## src/rtl/button_conditioner_if.sv

```systemverilog
// Button conditioner bus: raw button levels in, debounced levels and event pulses out.
interface button_conditioner_if #(
   parameter int N_CH = 5
);
   logic [N_CH-1:0] noisy_in;
   logic [N_CH-1:0] clean_out;
   logic [N_CH-1:0] rise_out;
   logic [N_CH-1:0] fall_out;
   logic [N_CH-1:0] press_out;

   modport master (
      output noisy_in,
      input  clean_out,
      input  rise_out,
      input  fall_out,
      input  press_out
   );

   modport slave (
      input  noisy_in,
      output clean_out,
      output rise_out,
      output fall_out,
      output press_out
   );
endinterface

```

## src/rtl/button_conditioner.sv

```systemverilog
// Per-channel synchroniser, counter debouncer, edge pulses and optional auto-repeat.
// Auto-repeat FSMs are compiled in only when BUTTON_AUTOREPEAT_EN is defined.
module button_conditioner #(
   parameter int N_CH          = 5,
   parameter int COUNT_MAX     = 1000000,
   parameter int REPEAT_DELAY  = 12500000,
   parameter int REPEAT_PERIOD = 3125000
) (
   input logic                clock,
   input logic                reset,
   button_conditioner_if.slave bus
);
   localparam int CW = $clog2(COUNT_MAX + 1);

   logic [N_CH-1:0] sync1_r;
   logic [N_CH-1:0] sync2_r;
   logic [N_CH-1:0] sample_r;
   logic [N_CH-1:0] clean_r;
   logic [N_CH-1:0] rise_r;
   logic [N_CH-1:0] fall_r;
   logic [N_CH-1:0] press_r;
   logic [CW-1:0]   count_r [N_CH];

   logic [N_CH-1:0] sample_s;
   logic [N_CH-1:0] clean_s;
   logic [N_CH-1:0] rise_s;
   logic [N_CH-1:0] fall_s;
   logic [N_CH-1:0] press_s;
   logic [CW-1:0]   count_s [N_CH];

   // Debounce next-state: a sample change restarts the count, a full count commits it.
   always_comb begin
      sample_s = sample_r;
      clean_s  = clean_r;
      for (int i = 0; i < N_CH; i++) begin
         count_s[i] = count_r[i];
         if (sync2_r[i] != sample_r[i]) begin
            sample_s[i] = sync2_r[i];
            count_s[i]  = {CW{1'b0}};
         end else if (count_r[i] == CW'(COUNT_MAX)) begin
            clean_s[i] = sample_r[i];
         end else begin
            count_s[i] = count_r[i] + CW'(1);
         end
      end
      rise_s = clean_s & ~clean_r;
      fall_s = ~clean_s & clean_r;
   end

`ifdef BUTTON_AUTOREPEAT_EN
   localparam int RMAX = (REPEAT_DELAY > REPEAT_PERIOD) ? REPEAT_DELAY : REPEAT_PERIOD;
   localparam int RW   = $clog2(RMAX);

   typedef enum logic [1:0] {
      IDLE   = 2'd0,
      DELAY  = 2'd1,
      REPEAT = 2'd2
   } rstate_t;

   rstate_t         state_r  [N_CH];
   rstate_t         state_s  [N_CH];
   logic [RW-1:0]   rcount_r [N_CH];
   logic [RW-1:0]   rcount_s [N_CH];
   logic [N_CH-1:0] fire_s;

   // Repeat FSM next-state; a low clean level overrides everything, so a fall beats a due repeat.
   always_comb begin
      fire_s = {N_CH{1'b0}};
      for (int i = 0; i < N_CH; i++) begin
         state_s[i]  = state_r[i];
         rcount_s[i] = rcount_r[i];
         if (!clean_s[i]) begin
            state_s[i]  = IDLE;
            rcount_s[i] = {RW{1'b0}};
         end else if (rise_s[i]) begin
            state_s[i]  = DELAY;
            rcount_s[i] = {RW{1'b0}};
         end else begin
            case (state_r[i])
               IDLE: begin
                  state_s[i] = IDLE;
               end
               DELAY: begin
                  if (rcount_r[i] == RW'(REPEAT_DELAY - 1)) begin
                     fire_s[i]   = 1'b1;
                     rcount_s[i] = {RW{1'b0}};
                     state_s[i]  = REPEAT;
                  end else begin
                     rcount_s[i] = rcount_r[i] + RW'(1);
                  end
               end
               REPEAT: begin
                  if (rcount_r[i] == RW'(REPEAT_PERIOD - 1)) begin
                     fire_s[i]   = 1'b1;
                     rcount_s[i] = {RW{1'b0}};
                  end else begin
                     rcount_s[i] = rcount_r[i] + RW'(1);
                  end
               end
               default: begin
                  state_s[i]  = IDLE;
                  rcount_s[i] = {RW{1'b0}};
               end
            endcase
         end
      end
      press_s = rise_s | fire_s;
   end

   // Repeat FSM state and counter registers.
   always_ff @(posedge clock) begin
      if (reset) begin
         for (int i = 0; i < N_CH; i++) begin
            state_r[i]  <= IDLE;
            rcount_r[i] <= {RW{1'b0}};
         end
      end else begin
         state_r  <= state_s;
         rcount_r <= rcount_s;
      end
   end
`else
   // Without auto-repeat every press event is just the rising edge.
   always_comb begin
      press_s = rise_s;
   end
`endif

   // Synchroniser, debouncer and output registers; reset preloads the live levels so no edge follows.
   always_ff @(posedge clock) begin
      if (reset) begin
         sync1_r  <= bus.noisy_in;
         sync2_r  <= bus.noisy_in;
         sample_r <= bus.noisy_in;
         clean_r  <= bus.noisy_in;
         rise_r   <= {N_CH{1'b0}};
         fall_r   <= {N_CH{1'b0}};
         press_r  <= {N_CH{1'b0}};
         for (int i = 0; i < N_CH; i++) begin
            count_r[i] <= {CW{1'b0}};
         end
      end else begin
         sync1_r  <= bus.noisy_in;
         sync2_r  <= sync1_r;
         sample_r <= sample_s;
         clean_r  <= clean_s;
         rise_r   <= rise_s;
         fall_r   <= fall_s;
         press_r  <= press_s;
         count_r  <= count_s;
      end
   end

   assign bus.clean_out = clean_r;
   assign bus.rise_out  = rise_r;
   assign bus.fall_out  = fall_r;
   assign bus.press_out = press_r;

endmodule

```

## src/flat_wrapper.sv

```systemverilog
// flat-port wrapper written by rule: the top's interface ports become plain ports
module button_conditioner_flat 
#(
   parameter int N_CH          = 5,
   parameter int COUNT_MAX     = 1000000,
   parameter int REPEAT_DELAY  = 12500000,
   parameter int REPEAT_PERIOD = 3125000
)
  (clock, reset, bus_noisy_in, bus_clean_out, bus_rise_out, bus_fall_out, bus_press_out);
  button_conditioner_if #(.N_CH(N_CH)) bus_i ();
  input logic clock;
  input logic reset;
  input wire logic [$bits(bus_i.noisy_in)-1:0] bus_noisy_in;
  output wire logic [$bits(bus_i.clean_out)-1:0] bus_clean_out;
  output wire logic [$bits(bus_i.rise_out)-1:0] bus_rise_out;
  output wire logic [$bits(bus_i.fall_out)-1:0] bus_fall_out;
  output wire logic [$bits(bus_i.press_out)-1:0] bus_press_out;
  assign bus_i.noisy_in = bus_noisy_in;
  assign bus_clean_out = bus_i.clean_out;
  assign bus_rise_out = bus_i.rise_out;
  assign bus_fall_out = bus_i.fall_out;
  assign bus_press_out = bus_i.press_out;
  button_conditioner #(.N_CH(N_CH), .COUNT_MAX(COUNT_MAX), .REPEAT_DELAY(REPEAT_DELAY), .REPEAT_PERIOD(REPEAT_PERIOD)) u_core (.clock(clock), .reset(reset), .bus(bus_i));
endmodule
```

## config.mk

```make
export PLATFORM = sky130hd
export DESIGN_NAME = button_conditioner_flat
export DESIGN_NICKNAME = d
export VERILOG_FILES = /design/src/rtl/button_conditioner_if.sv /design/src/rtl/button_conditioner.sv /design/src/flat_wrapper.sv
export SDC_FILE = /design/constraint.sdc
export NUM_CORES = 1
export LEC_CHECK = 0
export ABC_AREA = 0
export CAP_MARGIN = 0
export CORE_MARGIN = 2
export CORE_UTILIZATION = 55
export CTS_BUF_LIST = sky130_fd_sc_hd__clkbuf_16
export DETAILED_ROUTE_END_ITERATION = 10
export PLACE_DENSITY_LB_ADDON = 0.08
export SLEW_MARGIN = 5
export SYNTH_ARGS = -nofsm -noshare
export SYNTH_HDL_FRONTEND = slang
export SYNTH_SLANG_ARGS = --single-unit
```

## constraint.sdc

```tcl
create_clock -name clock -period 5.3 [get_ports clock]
set_input_delay 0.795 -clock clock [delete_from_list [all_inputs] [get_ports clock]]
set_output_delay 0.795 -clock clock [all_outputs]
set_load 0.02 [all_outputs]
```

==> impl_metrics.yaml, run 1 <==
global_route:
  groute.layer.met1.usage_pct: 29.02
  antenna_found_initial: 0
  grt_use_met2_pct: 37.41
  busiest_layer: "met2"
  largest_net_degree_at_the_start_of_global_routing: 27
  groute.layer.met3.usage_pct: 5.678
  grt_usage_pct: 22.77
  grt_first_pass_wirelength_mm: 21.60
  grt_remaining_overflow: 0
  grt_pass1_vias: 4794
floorplan:
  io_pins: 27
  effective_utilization_at_floorplan_pct: 55.97
  dieHeight_um: 108.8
  dieArea_um2: 11840
  chipWidth_um: 108.8
  placeableCoreArea_um2: 10790
  floorplan.rows: 38
worst_setup_path:
  worst_r2r_start: "u_core.count_r[62]$_SDFFE_PP0P_"
  setup.worst_path.class: "in2reg"
  rrSetupSlack_ns: 3.17
  crit_chain: "clkdlybuf4s50_1 > buf_4 > inv_1 > nand2_1"
  critical_path.slowest_cell: "sky130_fd_sc_hd__nand2_1"
  timing.critical_path.buf_inv: 3
  highest_fanout_seen_on_the_critical_path: 26
  timing.critical_path.required_ns: 5.35
  cp-start-kind: "primary input"
  cp.arrival_ns: 2.39
  cp-end-kind: "register"
  timing.reg2reg.worst_path_depth: 4
  rr_endpoint: "u_core.count_r[79]$_SDFFE_PP0P_"
  critical_path_cell_count: 4
  worst_path_largest_cell_delay_ns: 0.60
  cpLargestDelayFamily: "buffers and inverters"
clock_network:
  cts.sink_count: 130
  cts_max_level: 4
  clock_tree_from_tritoncts: "done"
  post-cts-setup-buffers: 0
  clock_latency_reported_for_the_late_side_of_the_worst_skew_pair_ns: 0.42
  clkTransAtPathRegs_ns: 0.06
  cts_made_buffers: 17
  post_cts_resized: 0
  max-clock-path-buffers: 2
  cts_root_buffer: "sky130_fd_sc_hd__clkbuf_16"
  holdBufCountCts: 0
final_layout:
  finish.utilization_pct: 64.27
  post_route_cells_drive_above_1_share_pct: 5.420
  antenna-diode-count: 0
  areaGrowthSynthToFinish_pct: 14.83
  final_net_count: 742
logic_synthesis:
  synth_common_cells: "sky130_fd_sc_hd__dfxtp_1, sky130_fd_sc_hd__nand2_1, sky130_fd_sc_hd__nor2_1, sky130_fd_sc_hd__a21oi_1, sky130_fd_sc_hd__o21ai_0"
  post_synthesis_cell_area_um2: 6041
  synth-edff-count: 5
  yosys.cell_count.top_type: "sky130_fd_sc_hd__dfxtp_1"
  ys_dominant_reg_cell: "sky130_fd_sc_hd__dfxtp_1"
  synth_top_area_cell: "sky130_fd_sc_hd__dfxtp_1"
  postSynthRegisterBits: 130
  postSynthAreaPerCell_um2: 8.544
  netlist_instances: 707
  ys_top_cells_by_area: "sky130_fd_sc_hd__dfxtp_1, sky130_fd_sc_hd__xor2_1, sky130_fd_sc_hd__a21oi_1"
  ys_warn_count: 0
  synth.top_cell.area_share_pct: 41.43
  synthesis.nets: 724
  synthDistinctLibCells: 41
  async_flop_share_pct: 0
  yosysSeqAreaShare_pct: 43.91
run:
  max-cap-violations: 0
placement:
  dp_worst_setup_slack_ns: 2.489
  port-buffer-count: 26
  detailedPlacementHpwl_mm: 8.640
  finalWeightedCongestion: 0.8356
sta:
  fin_skew_ns: 0.006696
  fin_crit_sh_pct: 44.15
  fin_worst_hold_slack_ns: 0.4325
  timing.setup.tns_ns: 0
  setup_viol: 0
  timing.fmax_mhz: 427.3
  worst_slack_ns: 2.960
  rsz0062_at_grt: "no"
  timing.final.crit_period_ns: 2.340
  final_hold_viol_count: 0
  tightest_slew_ns: 0.6963
  slew_headroom_pct: 53.47
  report.final.slew_viol_count: 0
min_path:
  hold_depth: 2
  hp-start: "u_core.sync1_r[4]$_DFF_P_"
  min_to: "u_core.sync2_r[4]$_DFF_P_"
  worst_hold_path_type: "reg2reg"
detailed_routing:
  routed_wirelength_mm: 12.76
  route.vias.total: 5144
  detailed_routing_iterations_pass_1: 4
  detail_route.iter0.violations: 337
  vias_per_cell: 5.859
  ant_nets: 0
  detail_route.wl_per_cell_um: 14.53
  post_route_drc_violation_count: 0
power:
  max-vdd-ir-drop_mv: 0.2497
  pwr_density_cell_nw_per_um2: 339.7
  leakage_nw: 2.306
status:
  run_status: "finished, final reports clean"
==> worst max-delay path by stage <==
| stage | startpoint | to | slack, ns |
|---|---|---|---|
| 5_1_grt | reset | u_core.count_r[98]$_SDFFE_PP0P_ | 2.80 |
| 4_1_cts | reset | u_core.sample_r[0]$_DFFE_PP_ | 2.93 |
| 6_report | reset | u_core.sample_r[0]$_DFFE_PP_ | 2.96 |
| 3_3_place_gp | reset | u_core.sample_r[0]$_DFFE_PP_ | 2.54 |
| 2_1_floorplan | u_core.count_r[62]$_SDFFE_PP0P_ | u_core.bus.clean_out[1]$_DFF_P_ | 3.28 |
| 3_5_place_dp | reset | u_core.sample_r[0]$_DFFE_PP_ | 2.49 |
==> tightest hold or removal path: stages (launching register included) <==
cell and delay [ns]:
sky130_fd_sc_hd__dfxtp_1 0.29, sky130_fd_sc_hd__inv_1 0.04, sky130_fd_sc_hd__o21ai_0 0.05
==> through the flow <==
stage,cells,area (um^2),power (W)
finish,878,6937,0.002356
global route,878,6937,0.002435
CTS,878,6937,0.002374
detailed placement,846,6337,0.001192
global placement,846,6337,0.001186
floorplan,707,6041,0.001149
==> cell usage in the layout, fill, tap and decap left out, drive strengths merged, types with 3 or more instances in the layout <==
| cell | instances |
|---|---|
| nand3 | 41 |
| dfxtp | 125 |
| clkbuf | 17 |
| and4 | 9 |
| and3 | 14 |
| nor2b | 5 |
| nor3 | 11 |
| inv | 40 |
| nand2b | 5 |
| o31ai | 13 |
| nor4 | 13 |
| nand4 | 31 |
| nor4b | 13 |
| clkinv | 4 |
| and2 | 10 |
| or4 | 21 |
| or3 | 30 |
| nor4bb | 4 |
| edfxtp | 5 |
| nand2 | 64 |
| nor2 | 55 |
| ha | 10 |
| o21ai | 43 |
| and4b | 3 |
| clkdlybuf4s50 | 26 |
| xnor2 | 17 |
| a21oi | 49 |
| o211ai | 8 |
| xor2 | 35 |
==> state kept, by name (all words and copies together) (netlist names) <==
register              flops
u_core.count_r          100
u_core.bus.clean_out      5
u_core.bus.fall_out       5
u_core.bus.rise_out       5
u_core.sample_r           5
u_core.sync1_r            5
u_core.sync2_r            5
==> cells by family (layout without fill, tap and decap cells) <==
group | after synthesis | count (layout) | share of synthesized area, %
AO/OA/AOI/OAI | 117 | 117 | 10.79
XOR/XNOR | 52 | 52 | 7.539
adder cells (fa/ha/maj) | 10 | 10 | 2.071
buffers and inverters | 61 | 92 | 4.474
flip-flops | 130 | 130 | 43.91
multiplexers | 2 | 2 | 0.3314
AND/OR/NAND/NOR | 335 | 335 | 30.88
==> power by group <==
group / total [W] / internal [W] / switching, W
Combinational: 0.000127 / 0.0000482 / 0.0000791
Sequential: 0.00104 / 0.00101 / 0.0000318
Clock: 0.00119 / 0.000707 / 0.000479
Total: 0.00236 / 0.00177 / 0.000590
==> layer usage <==
layer | up-vias | part of all wire, %
met5 | - | 0
met3 | 21 | 2.8
met2 | 78 | 47
li1 | 2573 | -
met4 | 0 | 1.7
met1 | 2472 | 48
==> cell type report <==
class,count,area (um^2)
Timing Repair Buffer,27,267.8
Sequential cell,130,2653
Fill cell,927,3856
Clock inverter,15,173.9
Multi-Input combinational cell,516,3118
Tap cell,140,175.2
Clock buffer,17,425.4
Inverter,33,123.9
Note: power is estimated with default switching activity, not from simulation.
==> inputs of run 2 (changes only) <==
--- a/config.mk
+++ b/config.mk
@@ -8,7 +8,7 @@
 export ABC_AREA = 0
 export CAP_MARGIN = 0
 export CORE_MARGIN = 2
-export CORE_UTILIZATION = 55
+export CORE_UTILIZATION = 54
 export CTS_BUF_LIST = sky130_fd_sc_hd__clkbuf_16
 export DETAILED_ROUTE_END_ITERATION = 10
 export PLACE_DENSITY_LB_ADDON = 0.08
==> constraint.sdc (replaced) <==
create_clock -name clock -period 2.1 [get_ports clock]
set_input_delay 0.315 -clock clock [delete_from_list [all_inputs] [get_ports clock]]
set_output_delay 0.315 -clock clock [all_outputs]
set_load 0.02 [all_outputs]
==> run 2 against run 1 <==
Against the previous run: sequential power grew to 2.5 times the previous value; via count up 0.91%; global-route usage decreased by 0.23 points; non-clock buffer count grew 14; core utilization rose by 1.5 points; power grew to 2.8 times the previous value; critical path depth stayed put; flip-flop and latch count did not move; final area grew 3.2%; wire length decreased by 0.93%; critical endpoint is now u_core.bus.clean_out[1]$_DFF_P_; largest power group unchanged.
==> impl_metrics.yaml, run 2 (synthesis gave the netlist of run 1 again) <==
clock_network:
  max-clock-path-buffers: 2
  cts_max_level: 4
  clock_latency_reported_for_the_late_side_of_the_worst_skew_pair_ns: 0.42
  clock_tree_from_tritoncts: "done"
  cts_root_buffer: "sky130_fd_sc_hd__clkbuf_16"
  cts.sink_count: 130
  holdBufCountCts: 0
  post-cts-setup-buffers: 0
  cts_made_buffers: 17
  clkTransAtPathRegs_ns: 0.06
detailed_routing:
  detailed_routing_iterations_pass_1: 5
  routed_wirelength_mm: 12.64
  detail_route.wl_per_cell_um: 14.17
  ant_nets: 0
  post_route_drc_violation_count: 0
  detail_route.iter0.violations: 335
  route.vias.total: 5191
  vias_per_cell: 5.820
sta:
  fin_worst_hold_slack_ns: 0.3731
  timing.setup.tns_ns: 0
  setup_viol: 0
  slew_headroom_pct: 58.32
  tightest_slew_ns: 0.6165
  report.final.slew_viol_count: 0
  timing.final.crit_period_ns: 2.018
  fin_crit_sh_pct: 96.09
  rsz0062_at_grt: "no"
  final_hold_viol_count: 0
  fin_skew_ns: 0.004288
  timing.fmax_mhz: 495.6
global_route:
  antenna_found_initial: 0
  grt_pass1_vias: 4789
  grt_remaining_overflow: 0
  largest_net_degree_at_the_start_of_global_routing: 21
  groute.layer.met3.usage_pct: 5.987
  grt_usage_pct: 22.55
  groute.layer.met1.usage_pct: 28.49
  grt_first_pass_wirelength_mm: 21.58
  busiest_layer: "met2"
  grt_use_met2_pct: 36.99
placement:
  detailedPlacementHpwl_mm: 8.883
  finalWeightedCongestion: 0.8156
  port-buffer-count: 26
status:
  run_status: "finished, final reports clean"
final_layout:
  antenna-diode-count: 0
  final_net_count: 756
  post_route_cells_drive_above_1_share_pct: 7.314
  max_flop_register: "u_core.count_r"
  multi_input_logic_area_um2: 3122
  final_common_cell: "sky130_fd_sc_hd__dfxtp_1"
  largest_register_ffs: 100
  areaGrowthSynthToFinish_pct: 18.52
  mostFrequentLayoutCells: "sky130_fd_sc_hd__dfxtp_1, sky130_fd_sc_hd__nand2_1, sky130_fd_sc_hd__nor2_1"
  register_area_um2: 2654
  n_fill_cell: 911
worst_setup_path:
  cp.arrival_ns: 2.38
  rrSetupSlack_ns: 0.08
  cp-start-kind: "register"
  timing.reg2reg.worst_path_depth: 4
  worst_r2r_start: "u_core.count_r[63]$_SDFFE_PP0P_"
  highest_fanout_seen_on_the_critical_path: 6
  timing.critical_path.required_ns: 2.46
  rr_endpoint: "u_core.bus.clean_out[1]$_DFF_P_"
  cp-end-kind: "register"
  setup.worst_path.class: "reg2reg"
power:
  total_power_of_the_final_layout_w: 0.006522
  leakage_nw: 2.428
  max-vdd-ir-drop_mv: 0.7918
  pwr_density_cell_nw_per_um2: 911.0
floorplan:
  placeableCoreArea_um2: 10890
  dieArea_um2: 12050
  chipWidth_um: 109.8
  dieHeight_um: 109.8
  effective_utilization_at_floorplan_pct: 55.48
  io_pins: 27
  floorplan.rows: 38
min_path:
  min_to: "u_core.sync1_r[0]$_DFF_P_"
  hp-start: "bus_noisy_in[0]"
  hold_depth: 1
  worst_hold_path_type: "in2reg"
run:
  max-cap-violations: 0
run 2: cell count changes in the layout (fill, tap and decap cells not counted), moves of 2 or more:
cell                        previous run  this run
sky130_fd_sc_hd__clkinv_4              4         2
sky130_fd_sc_hd__bufinv_16             2         8
sky130_fd_sc_hd__inv_6                 6         0
sky130_fd_sc_hd__buf_4                 1        15
sky130_fd_sc_hd__clkinv_2              0         2
run 2: worst max path at each step:
| stage | startpoint | end | slack [ns] | cells past startpoint |
|---|---|---|---|---|
| finish | u_core.count_r[63]$_SDFFE_PP0P_ | u_core.bus.clean_out[1]$_DFF_P_ | 0.08 | 4 |
| detailed placement | u_core.count_r[63]$_SDFFE_PP0P_ | u_core.bus.clean_out[1]$_DFF_P_ | 0.08 | 4 |
| floorplan | u_core.count_r[62]$_SDFFE_PP0P_ | u_core.bus.clean_out[1]$_DFF_P_ | 0.08 | 5 |
| global route | u_core.count_r[63]$_SDFFE_PP0P_ | u_core.bus.clean_out[1]$_DFF_P_ | 0.009 | 4 |
| CTS | u_core.count_r[63]$_SDFFE_PP0P_ | u_core.bus.clean_out[1]$_DFF_P_ | 0.05 | 4 |
| global placement | u_core.count_r[63]$_SDFFE_PP0P_ | u_core.bus.clean_out[1]$_DFF_P_ | 0.11 | 4 |
run 2: per-stage QoR:
stage / instances / setup WS, ns / util, % / area [um^2]
5_1_grt: 892 / 0.008809 / 65.76 / 7159
3_5_place_dp: 860 / 0.08105 / 59.17 / 6442
4_1_cts: 892 / 0.05059 / 65.71 / 7154
3_3_place_gp: 860 / 0.1084 / 59.17 / 6442
6_report: 892 / 0.08211 / 65.76 / 7159
2_1_floorplan: 707 / 0.08380 / - / 6041
run 2: per-layer routing:
| layer | share of wire, % | routed length (um) | vias to the layer above |
|---|---|---|---|
| met2 | 48 | 6064 | 88 |
| met4 | 1.5 | 184 | 0 |
| met1 | 47 | 5959 | 2470 |
| li1 | - | - | 2616 |
| met3 | 3.4 | 427 | 17 |
| met5 | 0 | 0 | - |
run 2: where the power goes:
group / internal, W / switching, W
clock network: 0.00246 / 0.00108
registers: 0.00255 / 0.0000770
logic: 0.000142 / 0.000209
run 2: area by class of cell:
type	count	share of cell area (%)
inverters	33	1.730
well taps	140	2.447
repair buffers	41	5.208
multi-input cells	516	43.60
clock buffers	17	5.942
flip-flops and latches	130	37.07
clock inverters	15	4.002
run 2: critical path, stage by stage, from the launching register on:
cell and delay (ns):
sky130_fd_sc_hd__dfxtp_2 0.35, sky130_fd_sc_hd__or4_1 0.53, sky130_fd_sc_hd__or4b_4 0.50, sky130_fd_sc_hd__or4_1 0.47, sky130_fd_sc_hd__nand4_1 0.10
run 2: what timing repair did:
item,CTS,global route
resized for setup,0,2
setup endpoints to repair,0,2
hold endpoints to repair,0,0
==> inputs of run 3 (changes only) <==
--- a/config.mk
+++ b/config.mk
@@ -7,10 +7,12 @@
 export LEC_CHECK = 0
 export ABC_AREA = 0
 export CAP_MARGIN = 0
+export CORE_ASPECT_RATIO = 1.4
 export CORE_MARGIN = 2
 export CORE_UTILIZATION = 54
 export CTS_BUF_LIST = sky130_fd_sc_hd__clkbuf_16
 export DETAILED_ROUTE_END_ITERATION = 10
+export GPL_ROUTABILITY_DRIVEN = 1
 export PLACE_DENSITY_LB_ADDON = 0.08
 export SLEW_MARGIN = 5
 export SYNTH_ARGS = -nofsm -noshare
==> run 3 against run 2 <==
Against the previous run: clock-buffer cell count stayed put; clock power is 23% lower; final area is 1.8% lower; via count is 0.21% lower; core utilization is 1.0 points lower; cell count is 0.34% higher.
==> impl_metrics.yaml, run 3 (synthesis gave the netlist of run 1 again) <==
status:
  run_status: "finished, final reports clean"
power:
  pwr_density_cell_nw_per_um2: 815.2
  leakage_nw: 2.379
  max-vdd-ir-drop_mv: 0.5073
worst_setup_path:
  highest_fanout_seen_on_the_critical_path: 6
  crit_chain: "or4_1 > or4b_4 > or4_4 > nand4_1"
  cp-end-kind: "register"
  cp-start-kind: "register"
  timing.critical_path.buf_inv: 0
  critical_path.slowest_cell: "sky130_fd_sc_hd__or4_1"
  timing.critical_path.required_ns: 2.45
  setup.worst_path.class: "reg2reg"
  cp.arrival_ns: 2.38
  timing.reg2reg.worst_path_depth: 4
  critical_path_cell_count: 4
  cpLargestDelayFamily: "simple AND/OR/NAND/NOR gates"
  worst_path_largest_cell_delay_ns: 0.52
placement:
  finalWeightedCongestion: 0.8201
  dp_worst_setup_slack_ns: 0.05951
  placement.cell_area_um2: 6471
  detailedPlacementHpwl_mm: 8.854
  port-buffer-count: 26
  placedCellCount: 863
detailed_routing:
  detail_route.wl_per_cell_um: 14.20
  ant_nets: 0
  route.vias.total: 5180
  vias_per_cell: 5.788
  post_route_drc_violation_count: 0
  routed_wirelength_mm: 12.71
  detail_route.iter0.violations: 234
  detailed_routing_iterations_pass_1: 4
final_layout:
  mostFrequentLayoutCells: "sky130_fd_sc_hd__dfxtp_1, sky130_fd_sc_hd__nand2_1, sky130_fd_sc_hd__nor2_1"
  post_route_cells_drive_above_1_share_pct: 7.029
  final_net_count: 758
  final_common_cell: "sky130_fd_sc_hd__dfxtp_1"
  max_flop_register: "u_core.count_r"
  antenna-diode-count: 0
  finish.instance_area_um2: 7032
  largest_register_ffs: 100
  n_fill_cell: 926
  areaGrowthSynthToFinish_pct: 16.40
  final-instance-count-excl-fill: 895
clock_network:
  cts.sink_count: 130
  clock_latency_reported_for_the_late_side_of_the_worst_skew_pair_ns: 0.41
  cts_max_level: 4
  max-clock-path-buffers: 2
  cts_made_buffers: 17
  post-cts-setup-buffers: 0
  clkTransAtPathRegs_ns: 0.05
  cts_root_buffer: "sky130_fd_sc_hd__clkbuf_16"
  clock_tree_from_tritoncts: "done"
floorplan:
  dieHeight_um: 129.1
  io_pins: 27
  placeableCoreArea_um2: 10870
  chipWidth_um: 93.39
  dieArea_um2: 12060
  floorplan.rows: 45
  effective_utilization_at_floorplan_pct: 55.59
sta:
  final_hold_viol_count: 0
  report.final.slew_viol_count: 0
  fin_skew_ns: 0.01135
  setup_viol: 0
  rsz0062_at_grt: "no"
  timing.fmax_mhz: 492.9
  fin_crit_sh_pct: 96.61
  worst_slack_ns: 0.07109
  tightest_slew_ns: 0.5255
  timing.setup.tns_ns: 0
  slew_headroom_pct: 64.47
  timing.final.crit_period_ns: 2.029
global_route:
  grt_remaining_overflow: 0
  antenna_found_initial: 0
  grt_pass1_vias: 4877
  largest_net_degree_at_the_start_of_global_routing: 26
  grt_first_pass_wirelength_mm: 21.76
  grt_usage_pct: 22.17
min_path:
  worst_hold_path_type: "in2reg"
  hold_depth: 1
run:
  max-cap-violations: 0
[run 3: metrics by stage]
step | power [W] | hold WS, ns | util (%)
after floorplan | 0.002900 | 0.3427 | -
after global placement | 0.003017 | 0.4180 | 59.55
after detailed placement | 0.003037 | 0.4285 | 59.55
after CTS | 0.005789 | 0.3932 | 64.63
after global routing | 0.005963 | 0.4009 | 64.71
final | 0.005732 | 0.4130 | 64.71
[run 3: repair_timing]
item                                    4_1_cts  5_1_grt
hold buffers                                  0        0
endpoints found under the setup margin        0        2
gates resized for setup                       0        3
[run 3: final cells by class]
class | count | area [um^2] | share of cell area (%)
Tap cell | 141 | 176.4 | 2.509
Timing Repair Buffer | 43 | 400.4 | 5.694
Clock buffer | 17 | 425.4 | 6.050
Multi-Input combinational cell | 516 | 3126 | 44.45
Sequential cell | 130 | 2654 | 37.74
Inverter | 33 | 123.9 | 1.762
Clock inverter | 15 | 126.4 | 1.797
[run 3: worst paths after layout]
| kind | start | end | slack (ns) |
|---|---|---|---|
| setup / recovery | u_core.count_r[63]$_SDFFE_PP0P_ | u_core.bus.clean_out[1]$_DFF_P_ | 0.07 |
| hold / removal | bus_noisy_in[1] | u_core.sync1_r[1]$_DFF_P_ | 0.41 |
| setup reg to reg | u_core.count_r[63]$_SDFFE_PP0P_ | u_core.bus.clean_out[1]$_DFF_P_ | 0.07 |
| hold reg to reg | u_core.sync1_r[2]$_DFF_P_ | u_core.sync2_r[2]$_DFF_P_ | 0.43 |
[run 3: power by group]
group	leakage, nW	switching (W)	internal [W]	total, W
combinational	1.04	0.000212	0.000144	0.000356
clock	0.275	0.00103	0.00171	0.00274
sequential	1.07	0.0000788	0.00255	0.00263
total	2.38	0.00132	0.00441	0.00573
[run 3: metal layers]
metal / share of wire (%) / GRT usage, %
met5: 0 / 0
met4: 1.3 / 7.785
met3: 2.9 / 5.116
met2: 52 / 39.99
met1: 44 / 25.56
[run 3: worst register-to-register path, delay by kind of cell, from the launching register on]
family,cells,cell delay [ns]
simple gates,4,1.62
flops,1,0.35
